File: src/rtl/pcileech_com_pkg.sv
// pcileech_com_pkg: shared constants and types for the COM link serializer/packer pair.
package pcileech_com_pkg;

    localparam logic [31:0] COM_MAGIC = 32'h66665555;

    typedef enum logic [2:0] {
        S_IDLE,
        S_SYNC0,
        S_SYNC1,
        S_HI,
        S_LO
    } com_tx_state_t;

    typedef logic [63:0] com_qword_t;

endpackage

File: src/rtl/pcileech_com_tx64to32.sv
// pcileech_com_tx64to32: 64->32 bit COM transmit serializer, upper dword first,
// with magic resync pairs after reset, periodically and on request.
module pcileech_com_tx64to32
    import pcileech_com_pkg::*;
#(
    parameter logic [31:0] MAGIC           = COM_MAGIC,
    parameter int          RESYNC_INTERVAL = 256,
    parameter int          CNT_W           = 32
) (
    input  logic             clk,
    input  logic             rst,
    input  logic [63:0]      din,
    input  logic             din_valid,
    output logic             din_ready,
    output logic [31:0]      dout,
    output logic             dout_valid,
    input  logic             dout_ready,
    input  logic             resync_req,
    output logic             busy,
    output logic             magic_hazard,
    output logic [CNT_W-1:0] cnt_words
);

    localparam int IW = (RESYNC_INTERVAL > 0) ? $clog2(RESYNC_INTERVAL + 1) : 1;

    com_tx_state_t state, state_nxt;
    com_qword_t    hold;
    logic          sync_pending, sync_nxt, last_was_magic;
    logic [IW-1:0] ivl_cnt, ivl_inc;
    logic          dout_xfer, din_xfer, ivl_hit, in_sync, in_payload, dout_is_magic;

    assign in_sync       = (state == S_SYNC0) || (state == S_SYNC1);
    assign in_payload    = (state == S_HI) || (state == S_LO);
    assign dout_valid    = state != S_IDLE;
    assign dout          = in_sync ? MAGIC : (state == S_HI) ? hold[63:32] : (state == S_LO) ? hold[31:0] : '0;
    assign din_ready     = ~sync_pending & ((state == S_IDLE) | ((state == S_LO) & dout_ready));
    assign dout_xfer     = dout_valid & dout_ready;
    assign din_xfer      = din_valid & din_ready;
    assign busy          = dout_valid | sync_pending;
    assign dout_is_magic = dout == MAGIC;
    assign ivl_inc       = ivl_cnt + IW'(1);
    assign ivl_hit       = (RESYNC_INTERVAL != 0) && din_xfer && (ivl_inc == IW'(RESYNC_INTERVAL));

    // A pending pair is only honoured at a word boundary, so HI always runs straight into LO.
    always_comb begin
        state_nxt = state;
        case (state)
            S_IDLE:  state_nxt = sync_pending ? S_SYNC0 : din_xfer ? S_HI : S_IDLE;
            S_SYNC0: state_nxt = dout_xfer ? S_SYNC1 : S_SYNC0;
            S_SYNC1: state_nxt = dout_xfer ? S_IDLE : S_SYNC1;
            S_HI:    state_nxt = dout_xfer ? S_LO : S_HI;
            S_LO:    state_nxt = !dout_xfer ? S_LO : din_xfer ? S_HI : sync_pending ? S_SYNC0 : S_IDLE;
            default: state_nxt = S_IDLE;
        endcase
    end

    // Requests arriving while a pair is already on the wire fold into that pair.
    always_comb begin
        sync_nxt = sync_pending;
        if ((state == S_SYNC1) && dout_xfer)
            sync_nxt = 1'b0;
        if ((resync_req && !in_sync) || ivl_hit)
            sync_nxt = 1'b1;
    end

    always_ff @(posedge clk) begin
        if (rst) begin
            state          <= S_IDLE;
            hold           <= '0;
            sync_pending   <= 1'b1;
            ivl_cnt        <= '0;
            last_was_magic <= 1'b0;
            magic_hazard   <= 1'b0;
            cnt_words      <= '0;
        end else begin
            state        <= state_nxt;
            sync_pending <= sync_nxt;
            magic_hazard <= dout_xfer & in_payload & last_was_magic & dout_is_magic;
            if (din_xfer) begin
                hold    <= din;
                ivl_cnt <= ivl_hit ? '0 : ivl_inc;
            end
            if (dout_xfer)
                last_was_magic <= in_payload & dout_is_magic;
            if (dout_xfer && (state == S_LO))
                cnt_words <= cnt_words + CNT_W'(1);
        end
    end

endmodule
File: config.mk
export PLATFORM = sky130hd
export DESIGN_NAME = pcileech_com_tx64to32
export DESIGN_NICKNAME = d
export VERILOG_FILES = /design/src/rtl/pcileech_com_pkg.sv /design/src/rtl/pcileech_com_tx64to32.sv
export SDC_FILE = /design/constraint.sdc
export NUM_CORES = 1
export LEC_CHECK = 0
export ABC_AREA = 1
export BUFFER_PORTS_ARGS = -buffer_cell sky130_fd_sc_hd__buf_4
export CORE_ASPECT_RATIO = 0.7
export CORE_UTILIZATION = 53
export CTS_CLUSTER_DIAMETER = 200
export CTS_CLUSTER_SIZE = 10
export DETAILED_ROUTE_END_ITERATION = 6
export PLACE_DENSITY = 0.8
export SYNTH_ARGS = -nofsm -noshare
export SYNTH_HDL_FRONTEND = slang
export SYNTH_SLANG_ARGS = --single-unit
File: constraint.sdc
create_clock -name clk -period 2.2 [get_ports clk]
set_input_delay 0.55 -clock clk [delete_from_list [all_inputs] [get_ports clk]]
set_output_delay 0.55 -clock clk [all_outputs]
set_load 0.02 [all_outputs]
# Yosys cells after proc, flatten, opt, wreduce, memory -nomap -nowiden
# Cells that the tools add are included.
[totals] reg_bits=111 elab_cells=50 output_inout_bits=68 input_bits=69
[op_classes] n_mux=13 eq_ne=6 addsub=2 n_bitwise=11 n_reduce_logical=11
[ops] operator="$mux 32" count=3
[ops] operator="$add 32x1->32 const B" count=1
[ops] operator="$eq 32x31->1 const B" count=1
[ops] operator="$pmux 3 s5" count=1
[ops] operator="$mux 2" count=5
[ops] operator="$add 9x1->9 const B" count=1
[ops] operator="$eq 9x9->1 const B" count=1
[ops] operator="$mux 9" count=1
[ops] operator="$and 1x1->1" count=8
[ops] operator="$eq 3x2->1 const B" count=2
[ops] operator="$mux 3" count=2
[ops] operator="$logic_and 1x1->1" count=4
[ops] operator="$eq 3x1->1 const B" count=1
[ops] operator="$eq 3x3->1 const B" count=1
[ops] operator="$logic_not 3->1" count=1
[ops] operator="$logic_or 1x1->1" count=3
[ops] operator="$reduce_bool 3->1" count=1
[ops] operator="$or 1x1->1" count=2
[ops] operator="$reduce_or 2->1" count=1
[ops] operator="$logic_not 1->1" count=1
[ops] operator="$mux 1" count=1
[ops] operator="$not 1->1" count=1

# Logic depth before layout (Yosys ltp)
# Gate-level depths: netlist of run 1.
[depth] depth_word=8 depth_mapped=13 mapped_depth_nobuf=12

# Least setup slack after synthesis of run 1
# OpenSTA, ideal clock, no wires.
[synth_path] path_type="flip-flop to output port" startpoint="reg state[2]" endpoint="out dout[27]" setup_slack_ns=0.321 arrival_ns=1.329 path_stages_with_launch=5 cell_sequence="dfxtp_1 inv_1 buf_2 nand3_2 o21ai_0"
[synth_between] elab_chain_cells=4 word_cells_on_any_way=8
[synth_lines] element="start: declaration" line_no="pcileech_com_tx64to32.sv:26" text="com_tx_state_t state, state_nxt;"
[synth_lines] element="start signal: assignment" line_no="pcileech_com_tx64to32.sv:76" text="state <= state_nxt;"
[synth_lines] element="$eq 3x3->1" line_no="pcileech_com_tx64to32.sv:35" text="assign dout = in_sync ? MAGIC : (state == S_HI) ? hold[63:32] : (state == S_LO) ? hold[31:0] : '0;"
[synth_lines] element="$mux 32 (2 in a row)" line_no="pcileech_com_tx64to32.sv:35"
[synth_lines] element="$mux 32 *" line_no="pcileech_com_tx64to32.sv:35"
[synth_lines] element="end: declaration" line_no="pcileech_com_tx64to32.sv:15" text="output logic [31:0] dout,"
# Every way passes the cells marked *; elsewhere a longest branch is shown, timed or not.

# Worst setup path after layout of run 1
[layout_path] startpoint="reg state[0]" endpoint="out dout[24]"
# Same word-level chain as after synthesis.

==> flow_summary.json, run 1 <==
{
  "run_status": "finished clean",
  "hold_ws_ps": 433.3,
  "finalCritPeriodShare_pct": 99.01,
  "clk_path_buf_depth": 2,
  "cp.required_ps": 1650,
  "hold_viol": 0,
  "clk_latency_ps": 350,
  "cp_slowest_cell": "dfxtp_4",
  "drv_cap": 0,
  "setup_violations": 0,
  "wl_per_cell_um": 14.79,
  "fp.dieH_um": 86.41,
  "coreArea_sq_um": 9797,
  "die_x_um": 122.6,
  "path_cells": "inv_1 -> nand2_2 -> nor2_4 -> buf_4 -> nand2_1 -> nand2_1 -> buf_4",
  "route.vias.total": 5783,
  "path_max_fanout": 7,
  "irDropWorstVdd_mv": 0.4742,
  "cts-buffers-inserted": 9,
  "first_global_vias": 5226,
  "synthToLayoutAreaGrowth_pct": 29.30,
  "critPathKind": "reg -> out",
  "fill_cells": 809,
  "tightest_slew_ps": 462.3,
  "critPathMaxStageDelay_ps": 370,
  "yosys_warnings": 0,
  "clockRootBuffer": "clkbuf_16",
  "syn_area_sq_um": 5394,
  "ys_ff_latch": 111,
  "r2r_slack_ps": 120,
  "drc": 0,
  "synth_nets": 873,
  "routed_via_density": 5.410,
  "start_util_pct": 55.06,
  "min_path_type": "in -> reg",
  "ys_types": 35,
  "die_area_sq_um": 10590,
  "grt_pass1_wl_um": 25390,
  "grt_usage_pct": 30.76,
  "ctsHtreeMaxLevel": 3,
  "port_buffers": 136,
  "cp.arrival_ps": 1630,
  "fin_area_sq_um": 6974,
  "max_slew_margin_pct": 69.18,
  "drtIter0Drc": 649,
  "grt_max_degree": 58,
  "antenna_found_initial": 0,
  "drive_gt1_share_pct": 23.27,
  "dp.final_hpwl_um": 11700,
  "critPathLaunchType": "flip-flop",
  "syn_avg_cell_area_sq_um": 6.734,
  "dp.cells": 1047,
  "final_common_cell": "nor2_1",
  "diodes": 0,
  "final_cell_mix": "nor2_1 (191), buf_4 (156), nand2_1 (124)",
  "cts_tree": "yes",
  "first_pass_iters": 5,
  "gr-total-overflow": 0,
  "clock_sinks": 111,
  "rsz0062_at_grt": "true",
  "final_nets": 1008,
  "max_freq_mhz": 459.1,
  "p_leak_nw": 2.999,
  "rows": 30,
  "place_area_sq_um": 6536,
  "synthesis.instances": 801,
  "io_pins": 137,
  "gp_congestion": 0.9154,
  "synth_seq_area_share_pct": 41.20,
  "power_density_nw_per_um2": 661.4,
  "fin_cells": 1069,
  "endpoint_kind": "output port",
  "finalClockSkew_ps": 5.129,
  "finalWirelength_um": 15810,
  "clk_pin_slew_ps": 70,
  "min_period_ps": 2178,
  "final-max-slew-violation-count": 0,
  "antenna_left": 0
}
[per-layer routing]
metal  up-vias  wire length (um)  track usage [%]
met5         -                 0                0
met4         0               274            9.202
met3        32              1411            6.776
met2       257              7058            47.04
met1      2640              7063            43.27
li1       2854                 -                -
[metrics by stage]
stage / setup TNS (ps) / utilization (%) / power (mW) / worst slack [ps]
2_1_floorplan: 0 / - / 2.564 / 321.4
4_1_cts: -11.76 / 70.09 / 4.573 / -11.76
3_5_place_dp: 0 / 66.72 / 2.926 / 73.95
5_1_grt: -226.9 / 71.19 / 4.774 / -40.00
6_report: 0 / 71.19 / 4.613 / 21.71
3_3_place_gp: 0 / 66.72 / 2.910 / 120.4
[synth_stat cells]
cell type / n / area, sq um
nor2_1: 204 / 765.7
nand2_1: 128 / 480.5
dfxtp_1: 111 / 2222
o21ai_0: 82 / 410.4
inv_1: 71 / 266.5
nand3_1: 45 / 225.2
a21oi_1: 33 / 165.2
clkbuf_1: 17 / 63.81
nor3_1: 17 / 85.08
nand4_1: 16 / 100.1
xor2_1: 11 / 96.34
buf_2: 9 / 45.04
buf_4: 7 / 52.55
a211oi_2: 4 / 50.05
a31oi_1: 4 / 25.02
buf_6: 4 / 45.04
nand3b_1: 4 / 30.03
nor2_2: 4 / 25.02
o21a_1: 4 / 30.03
ha_1: 3 / 37.54
inv_2: 3 / 11.26
nor3b_1: 3 / 22.52
a211oi_1: 2 / 15.01
nand2_2: 2 / 12.51
nand3_2: 2 / 20.02
o22ai_1: 2 / 12.51
a21boi_0: 1 / 7.510
a311oi_1: 1 / 8.760
and3_1: 1 / 6.260
clkinv_1: 1 / 3.750
nor2_4: 1 / 11.26
nor2_8: 1 / 20.02
o211ai_1: 1 / 7.510
o21ai_1: 1 / 5.000
xnor2_1: 1 / 8.760
[path summary, 6_finish.rpt]
check                        to        from  cells after the start
setup / recovery       dout[24]    state[0]                      7
hold / removal     sync_pending  resync_req                      3
setup reg to reg  cnt_words[22]    state[1]                     10
hold reg to reg        hold[46]    hold[46]                      2
[what timing repair did]
action	in CTS	in global routing
hold buffers	0	0
setup buffers	2	4
setup endpoints to repair	26	32
pin swaps	1	2
endpoints found under the hold margin	0	0
gates resized for setup	8	31
[final cells by class]
cell class | count | area (sq um) | share of cell area (%)
tap | 128 | 160.2 | 2.296
clock inverter | 6 | 71.32 | 1.023
clock buffer | 10 | 229.0 | 3.283
timing repair buffer | 161 | 1245 | 17.85
multi-input combinational | 578 | 2756 | 39.52
sequential | 111 | 2231 | 31.99
inverter | 75 | 281.5 | 4.037
[sequential cells by signal, indices dropped and copies added (netlist names)]
signal          flops
ivl_cnt             9
magic_hazard        1
state               3
last_was_magic      1
sync_pending        1
hold               64
cnt_words          32
[worst max-delay path, delay by kind of cell (launching register included)]
kind                   cells  cell delay (ps)
and+or+nand+nor            4              500
buffers and inverters      3              410
DFF                        1              370
[where the power goes]
group,switching [mW],total [mW],internal (mW)
Clock,0.761,1.65,0.890
Sequential,0.0237,2.06,2.03
Combinational,0.529,0.904,0.376
Total,1.31,4.61,3.30
[cell families (layout without fill, tap and decap cells)]
family | count (synthesis) | count (layout) | synth area share (%)
simple gates | 428 | 428 | 33.45
compound gates | 135 | 135 | 13.66
flops | 111 | 111 | 41.20
fa+ha+maj | 3 | 3 | 0.6960
xor+xnor | 12 | 12 | 1.948
buf+inv | 112 | 252 | 9.046
No activity file was read; power rests on OpenSTA's default activity.
==> run 2: changes to the inputs <==
- PLACE_DENSITY: 0.8 -> unset
- PLACE_DENSITY_LB_ADDON: unset -> 0.3
==> run 2 against run 1 <==
- the flow now finishes with violations (setup timing)
- final cell count is essentially flat
- power increased by 0.32%
- hold slack improved by 12 ps
- global-route usage is 1.3 points lower
- design area shrank 0.47%
- count of clock-buffer cells in the layout shrank 1
- clock skew up 4.4 ps
- non-clock buffer count fell by 1
- first-iteration DRC count decreased by 2.9%
- setup slack worse by 25 ps
- register-to-register slack improved by 70 ps
- highest routed layer unchanged
==> flow_summary.json, run 2 (synthesized netlist as in run 1, its figures left out) <==
{
  "fin_area_sq_um": 6942,
  "cp_slowest_cell": "dfxtp_2",
  "antenna_left": 0,
  "routed_via_density": 5.242,
  "drc": 0,
  "synthToLayoutAreaGrowth_pct": 28.69,
  "final-max-slew-violation-count": 0,
  "regMostFlops": "hold",
  "grt_usage_pct": 29.44,
  "final_nets": 1007,
  "drtIter0Drc": 630,
  "hold_viol": 0,
  "port_buffers": 136,
  "fp.dieH_um": 86.41,
  "hold_depth": 3,
  "first_pass_iters": 5,
  "reg_top3": "hold x64, cnt_words x32, ivl_cnt x9",
  "first_global_vias": 5037,
  "rsz0062_at_grt": "true",
  "cts_tree": "yes",
  "finalClockSkew_ps": 9.491,
  "max_slew_margin_pct": 70.66,
  "hold_ws_ps": 445.4,
  "die_area_sq_um": 10590,
  "finalWorstSetupSlack_ps": -3.180,
  "ctsHtreeMaxLevel": 3,
  "clk_pin_slew_ps": 80,
  "place_area_sq_um": 6579,
  "min_period_ps": 2203,
  "start_util_pct": 55.06,
  "largest_reg_flops": 64,
  "grt_pass1_wl_um": 24230,
  "cp.arrival_ps": 1650,
  "power_density_nw_per_um2": 666.6,
  "diodes": 0,
  "coreArea_sq_um": 9797,
  "die_x_um": 122.6,
  "wl_per_cell_um": 14.02,
  "finalWirelength_um": 14980,
  "critPathKind": "reg -> out",
  "max_freq_mhz": 453.9,
  "drive_gt1_share_pct": 22.34,
  "dp.cells": 1051,
  "dp_slack_ps": 188.8,
  "setup_violations": 1,
  "finalCritPeriodShare_pct": 100.1,
  "final_common_cell": "nor2_1",
  "endpoint_kind": "output port",
  "violations": "setup timing",
  "rr_worst_depth": 10,
  "io_pins": 137,
  "clockRootBuffer": "clkbuf_16",
  "gr-total-overflow": 0,
  "min_path_type": "in -> reg",
  "crit_top_cell": "nand2_1",
  "cts_hold_buffers": 0,
  "grt_max_degree": 37,
  "clock_sinks": 111,
  "antenna_found_initial": 0,
  "run_status": "finished, violations left",
  "irDropWorstVdd_mv": 0.4328,
  "gp_congestion": 0.9330,
  "fin_cells": 1068,
  "path_cells": "nand2_1 -> nor2_2 -> buf_12 -> nand2_1 -> o211ai_1 -> buf_4",
  "clk_latency_ps": 350,
  "tightest_slew_ps": 438.4,
  "final_cell_mix": "nor2_1 (195), buf_4 (156), nand2_1 (127)",
  "path_max_fanout": 20,
  "critPathMaxStageDelay_ps": 410,
  "cp.required_ps": 1650,
  "drv_cap": 0,
  "fin_util_pct": 70.86,
  "route.vias.total": 5598,
  "critPathLaunchType": "flip-flop",
  "clk_path_buf_depth": 2,
  "p_leak_nw": 3.003,
  "dp.final_hpwl_um": 11090,
  "rows": 30,
  "cts-buffers-inserted": 9
}
## run 2: cell count changes in the layout (fill, tap and decap cells not counted), sizes merged
cell / before / now
clkinvlp: 2 / 0
clkinv: 3 / 0
clkbuf: 10 / 9
buf: 161 / 160
inv: 75 / 81
## run 2: what timing repair did
| item | CTS | global route |
|---|---|---|
| setup buffers | 0 | 1 |
| endpoints found under the setup margin | 26 | 18 |
| resized for setup | 5 | 17 |
| cloned | 0 | 0 |
## run 2: path summary, 6_finish.rpt
kind | start | end | slack (ps)
worst min register to register | hold[59] | hold[59] | 470
worst max-delay path | state[1] | dout[2] | -3
worst min-delay path | din[13] | hold[13] | 450
worst max register to register | state[1] | cnt_words[21] | 190
## run 2: per-layer routing
metal | wire length, um | track usage, % | up-vias
met2 | 6509 | 44.38 | 209
li1 | - | - | 2854
met3 | 1240 | 6.842 | 18
met4 | 138 | 6.984 | 0
met5 | 0 | 0 | -
met1 | 7089 | 42.35 | 2517
## run 2: power by group
group	total, mW	switching, mW	leakage (nW)	internal (mW)
sequential	2.06	0.0253	0.896	2.03
clock	1.71	0.804	0.152	0.909
combinational	0.855	0.499	1.95	0.356
total	4.63	1.33	3.00	3.30
## run 2: worst max-delay path: cells and delay by family, from the launching register on
family	cells	cell delay, ps
AND/OR/NAND/NOR	3	340
buffers and inverters	2	390
flip-flops	1	410
AO/OA/AOI/OAI	1	170
## run 2: layout make-up
class / count / area (sq um)
fill: 857 / 2855
multi-input combinational: 578 / 2719
sequential: 111 / 2231
timing repair buffer: 160 / 1242
inverter: 75 / 281.5
clock buffer: 9 / 225.2
tap: 128 / 160.2
clock inverter: 7 / 82.58
## run 2: per-stage QoR
step	power (mW)	setup TNS, ps
global placement	2.911	0
floorplan	2.564	0
finish	4.628	-3.180
global route	4.817	-170.1
detailed placement	2.920	0
CTS	4.614	0
